<file path="src/rtl/mem_access_ctrl.sv">
// Shared memory-port sequencer for the multicycle MIPS datapath: arbitrates fetch,
// load/store and exception-vector requests, drives IorD/mem_wr and times the memory latency.
module mem_access_ctrl #(
   parameter int MEM_LAT    = 2,
   parameter int CW         = 4,
   parameter int STARVE_MAX = 4
) (
   input  logic       clk,
   input  logic       reset,
   input  logic       if_req,
   output logic       if_ack,
   input  logic       ls_req,
   input  logic       ls_we,
   output logic       ls_ack,
   input  logic       ex_req,
   output logic       ex_ack,
   output logic [2:0] IorD,
   output logic       mem_wr,
   output logic       mem_ld,
   output logic       busy
);
   localparam int LAT = (MEM_LAT < 1) ? 1 : MEM_LAT;
   localparam int SW  = (STARVE_MAX < 1) ? 1 : $clog2(STARVE_MAX + 1);
   localparam logic [CW-1:0] LAT_M1     = CW'(LAT - 1);
   localparam logic [CW-1:0] CNT_ONE    = CW'(1);
   localparam logic [SW-1:0] STARVE_SAT = SW'(STARVE_MAX);

   localparam logic [1:0] S_IDLE = 2'd0;
   localparam logic [1:0] S_ADDR = 2'd1;
   localparam logic [1:0] S_WAIT = 2'd2;
   localparam logic [1:0] S_DONE = 2'd3;

   localparam logic [1:0] OWN_IF = 2'd0;
   localparam logic [1:0] OWN_LS = 2'd1;
   localparam logic [1:0] OWN_EX = 2'd2;

   logic [1:0]    r_state;
   logic [1:0]    w_state_nxt;
   logic [1:0]    r_owner;
   logic [1:0]    w_owner_nxt;
   logic          r_wr_q;
   logic          w_wr_nxt;
   logic [CW-1:0] r_cnt;
   logic [CW-1:0] w_cnt_nxt;
   logic [SW-1:0] r_starve;
   logic [SW-1:0] w_starve_nxt;
   logic [1:0]    w_win;
   logic          w_any_req;
   logic          w_starved;
   logic          w_is_store;

   assign w_any_req  = if_req | ls_req | ex_req;
   assign w_starved  = (r_starve == STARVE_SAT);
   assign w_is_store = (r_owner == OWN_LS) && r_wr_q;

   // A starved fetch jumps ahead of load/store but never ahead of an exception vector.
   always_comb begin
      w_win = OWN_IF;
      if (ex_req)
         w_win = OWN_EX;
      else if (if_req && w_starved)
         w_win = OWN_IF;
      else if (ls_req)
         w_win = OWN_LS;
   end

   always_comb begin
      w_state_nxt  = r_state;
      w_owner_nxt  = r_owner;
      w_wr_nxt     = r_wr_q;
      w_cnt_nxt    = r_cnt;
      w_starve_nxt = r_starve;
      case (r_state)
         S_IDLE: begin
            if (!if_req || (w_win == OWN_IF))
               w_starve_nxt = '0;
            else if (!w_starved)
               w_starve_nxt = r_starve + 1'b1;
            if (w_any_req) begin
               w_state_nxt = S_ADDR;
               w_owner_nxt = w_win;
               w_wr_nxt    = ls_we;
            end
         end
         S_ADDR: begin
            w_cnt_nxt   = LAT_M1;
            w_state_nxt = (LAT <= 1) ? S_DONE : S_WAIT;
         end
         S_WAIT: begin
            w_cnt_nxt = r_cnt - 1'b1;
            if (r_cnt <= CNT_ONE)
               w_state_nxt = S_DONE;
         end
         S_DONE:  w_state_nxt = S_IDLE;
         default: w_state_nxt = S_IDLE;
      endcase
   end

   always_ff @(posedge clk or negedge reset) begin
      if (!reset) begin
         r_state  <= S_IDLE;
         r_owner  <= OWN_IF;
         r_wr_q   <= 1'b0;
         r_cnt    <= '0;
         r_starve <= '0;
      end else begin
         r_state  <= w_state_nxt;
         r_owner  <= w_owner_nxt;
         r_wr_q   <= w_wr_nxt;
         r_cnt    <= w_cnt_nxt;
         r_starve <= w_starve_nxt;
      end
   end

   // Outputs decode registered state only, so an async reset clears them immediately.
   always_comb begin
      IorD   = 3'b000;
      mem_wr = 1'b0;
      mem_ld = 1'b0;
      busy   = 1'b0;
      if_ack = 1'b0;
      ls_ack = 1'b0;
      ex_ack = 1'b0;
      if (r_state != S_IDLE) begin
         busy = 1'b1;
         case (r_owner)
            OWN_LS:  IorD = 3'b010;
            OWN_EX:  IorD = 3'b011;
            default: IorD = 3'b000;
         endcase
      end
      if (r_state == S_ADDR)
         mem_wr = w_is_store;
      if (r_state == S_DONE) begin
         mem_ld = !w_is_store;
         if_ack = (r_owner == OWN_IF);
         ls_ack = (r_owner == OWN_LS);
         ex_ack = (r_owner == OWN_EX);
      end
   end

endmodule
</file>
<file path="config.mk">
export PLATFORM = sky130hd
export DESIGN_NAME = mem_access_ctrl
export DESIGN_NICKNAME = d
export VERILOG_FILES = /design/src/rtl/mem_access_ctrl.sv
export SDC_FILE = /design/constraint.sdc
export NUM_CORES = 1
export LEC_CHECK = 0
export ABC_AREA = 0
export BUFFER_PORTS_ARGS = -buffer_cell sky130_fd_sc_hd__buf_2
export CAP_MARGIN = 5
export CORE_UTILIZATION = 53
export CTS_CLUSTER_SIZE = 24
export DETAILED_ROUTE_END_ITERATION = 12
export GPL_TIMING_DRIVEN = 0
export PLACE_DENSITY_LB_ADDON = 0.15
export SLEW_MARGIN = 20
export SYNTH_ARGS = -nofsm -noshare
export SYNTH_HDL_FRONTEND = slang
export SYNTH_SLANG_ARGS = --single-unit
export TNS_END_PERCENT = 20
</file>
<file path="constraint.sdc">
create_clock -name clk -period 2.2 [get_ports clk]
set_input_delay 0.44 -clock clk [delete_from_list [all_inputs] [get_ports clk]]
set_output_delay 0.44 -clock clk [all_outputs]
set_load 0.01 [all_outputs]
</file>
==> impl_metrics.py <==
metrics = {
    "setup_path": {
        "cp-start-kind": "flop",
        "path_cells": "inv_1 > ha_1 > buf_6 > and2b_1 > buf_2",
        "cp_slowest_cell": "dfrtp_1",
        "cp_max_fo": 10,
        "slowest_delay_ps": 400,
        "cp_data_arrival_time_ps": 1420,
        "required_ps": 1760,
        "crit_path_end_kind": "output port",
        "critPathKind": "flop to output port",
    },
    "floorplan": {
        "initial_utilization_pct": 58.9,
        "io_pins": 15,
        "dieArea_um2": 1660,
        "row_count": 13,
        "core-area_um2": 1350,
        "die_h_um": 40.8,
        "dieWidth_um": 40.8,
    },
    "logic_synthesis": {
        "synth_cell_types": 30,
        "synth.ff_latch_count": 12,
        "yosysSeqAreaShare_pct": 37.7,
        "avgSynthCellArea_um2": 9.82,
        "ys.warnings.count": 0,
        "syn_inst": 81,
        "synthArstFlopShare_pct": 100,
        "synth_area_leaders": "dfrtp_1, ha_1, inv_1, o21ai_0, mux2_2",
        "synth_top_area_cell": "dfrtp_1",
        "synth_edf_count": 0,
        "synth_top_area_share_pct": 37.7,
        "netlist_area_um2": 796,
        "synth_nets": 98,
        "dominantRegCellSynth": "dfrtp_1",
        "ys_top_cells_by_count": "dfrtp_1, inv_1, ha_1",
    },
    "clocking": {
        "cts_hold_buf": 0,
        "tritoncts": "built",
        "cts.reportedPaths.clkPinSlew_ps": 80,
        "clockBufferDepth": 2,
        "post-cts-setup-buffer-count": 0,
        "insertion_delay_ps": 280,
        "htree_num_levels": 1,
        "clkSinkCount": 12,
        "cts_made_buffers": 3,
        "clock_tree.root_cell": "clkbuf_4",
        "cts.repair.resized": 0,
    },
    "pwr": {
        "ir_drop_v": 0.000804,
        "p_leak_nw": 0.471,
        "p_per_area_nw_per_um2": 1380,
    },
    "sta": {
        "fin_skew_ps": 3.99,
        "hold-worst-slack_ps": 18.8,
        "drv_slew": 0,
        "finalWorstSetupSlack_ps": 343,
        "min_period_ps": 1860,
        "tns_ps": 0,
        "setup_viol": 0,
        "rsz0062_at_grt": "false",
        "fin_crit_sh_pct": 84.4,
        "clock.fmax_mhz": 538,
        "hold_viol": 0,
    },
    "status": {
        "outcome": "finished, final reports clean",
    },
    "place": {
        "hpwlAfterDp_mm": 1.03,
        "port_buffers": 13,
        "gp_congestion": 0.801,
        "dp_cells": 109,
        "dp_slack_ps": 508,
    },
    "global_routing": {
        "grt_first_pass_wirelength_mm": 2.09,
        "overflow": 0,
        "grt_max_degree": 13,
        "gr-usage-all-layers_pct": 20.2,
        "antenna_found_initial": 0,
        "grt_pass1_vias": 495,
    },
    "routing": {
        "wl_per_cell_um": 11.9,
        "dr_total_vias": 595,
        "via_per_inst": 5.31,
        "dr.pass1.iters": 4,
        "drt_iter0_drc": 9,
        "drc": 0,
        "antenna_left": 0,
        "wl_mm": 1.33,
    },
    "finish": {
        "diodes": 0,
        "fin_nets": 116,
        "area_growth_pct": 13.4,
        "final_layout_size_suffix_gt1_share_pct": 24.7,
        "instances_no_fill": 112,
    },
    "worst_hold_path": {
        "hp-class": "input port to asynchronous set/reset pin",
    },
    "flow_run": {
        "drv_cap": 0,
    },
}
## kinds of logic (layout without fill, tap and decap cells)
kind of cell	after synthesis	in the layout	share of synthesized area, %
adder cells (fa/ha/maj)	11	11	17.3
AO/OA/AOI/OAI	19	19	17.3
AND/OR/NAND/NOR	20	20	14.0
other	1	1	0.471
flip-flops	12	12	37.7
buffers and inverters	15	31	8.49
multiplexers	3	3	4.72
## worst max-delay path, delay by kind of cell, from the launching register on
kind,cells,cell delay [ps]
flops,1,400
simple gates,1,170
buf+inv,3,350
fa+ha+maj,1,220
## final timing paths
| kind | start | to | slack [ps] | cells past startpoint |
|---|---|---|---|---|
| min in group clk | ex_req | r_owner[0] | 390 | 2 |
| max reg2reg | r_state[0] | r_state[1] | 510 | 6 |
| max | r_state[0] | IorD[0] | 340 | 5 |
| min | reset | r_cnt[3] | 20 | 1 |
| min reg2reg | r_cnt[2] | r_cnt[2] | 520 | 1 |
| max in group asynchronous | reset | r_owner[0] | 1970 | 1 |
## final cells by class
class	count	area (um^2)
clock buffer	3	22.5
timing repair buffer	13	65.1
tap	15	18.8
fill	122	448
inverter	12	45.0
sequential	12	300
multi-input combinational	54	428
buffer	3	22.5
## where the power goes
part / total, mW / internal, mW / switching [mW]
clock: 0.141 / 0.0636 / 0.0775
combinational: 0.706 / 0.346 / 0.360
sequential: 0.398 / 0.320 / 0.0782
## metrics by stage
| step | utilization (%) | power [mW] | instance area, um^2 |
|---|---|---|---|
| floorplan | - | 0.927 | 796 |
| detailed placement | 65.2 | 1.12 | 880 |
| global placement | 65.2 | 1.08 | 880 |
| global route | 66.8 | 1.38 | 902 |
| finish | 66.8 | 1.25 | 902 |
| CTS | 66.8 | 1.25 | 902 |
## cells in the final DEF, fill, tap and decap left out, drive strengths merged, types with 2 or more instances in the layout
| cell | netlist | routed |
|---|---|---|
| nor3 | 2 | 2 |
| o21a | 2 | 2 |
| buf | 2 | 15 |
| o21ai | 6 | 6 |
| and2b | 2 | 2 |
| ha | 11 | 11 |
| and2 | 3 | 3 |
| nor2 | 2 | 2 |
| inv | 12 | 12 |
| nand3 | 4 | 4 |
| dfrtp | 12 | 12 |
| clkbuf | 1 | 4 |
| mux2 | 3 | 3 |
| nand2 | 2 | 2 |
| a21boi | 2 | 2 |
| o22ai | 2 | 2 |
| a22o | 3 | 3 |
## layer usage
| layer | track usage [%] | routed length (um) | up-vias |
|---|---|---|---|
| li1 | - | - | 308 |
| met1 | 24.7 | 611 | 264 |
| met2 | 31.7 | 619 | 18 |
| met3 | 4.89 | 71 | 5 |
| met4 | 12.5 | 31 | 0 |
| met5 | 0 | 0 | - |
## registers in the layout, indices dropped and copies added (netlist names)
name and flops:
r_cnt 4, r_starve 3, r_owner 2, r_state 2, r_wr_q 1
(Power assumes the default switching activity.)
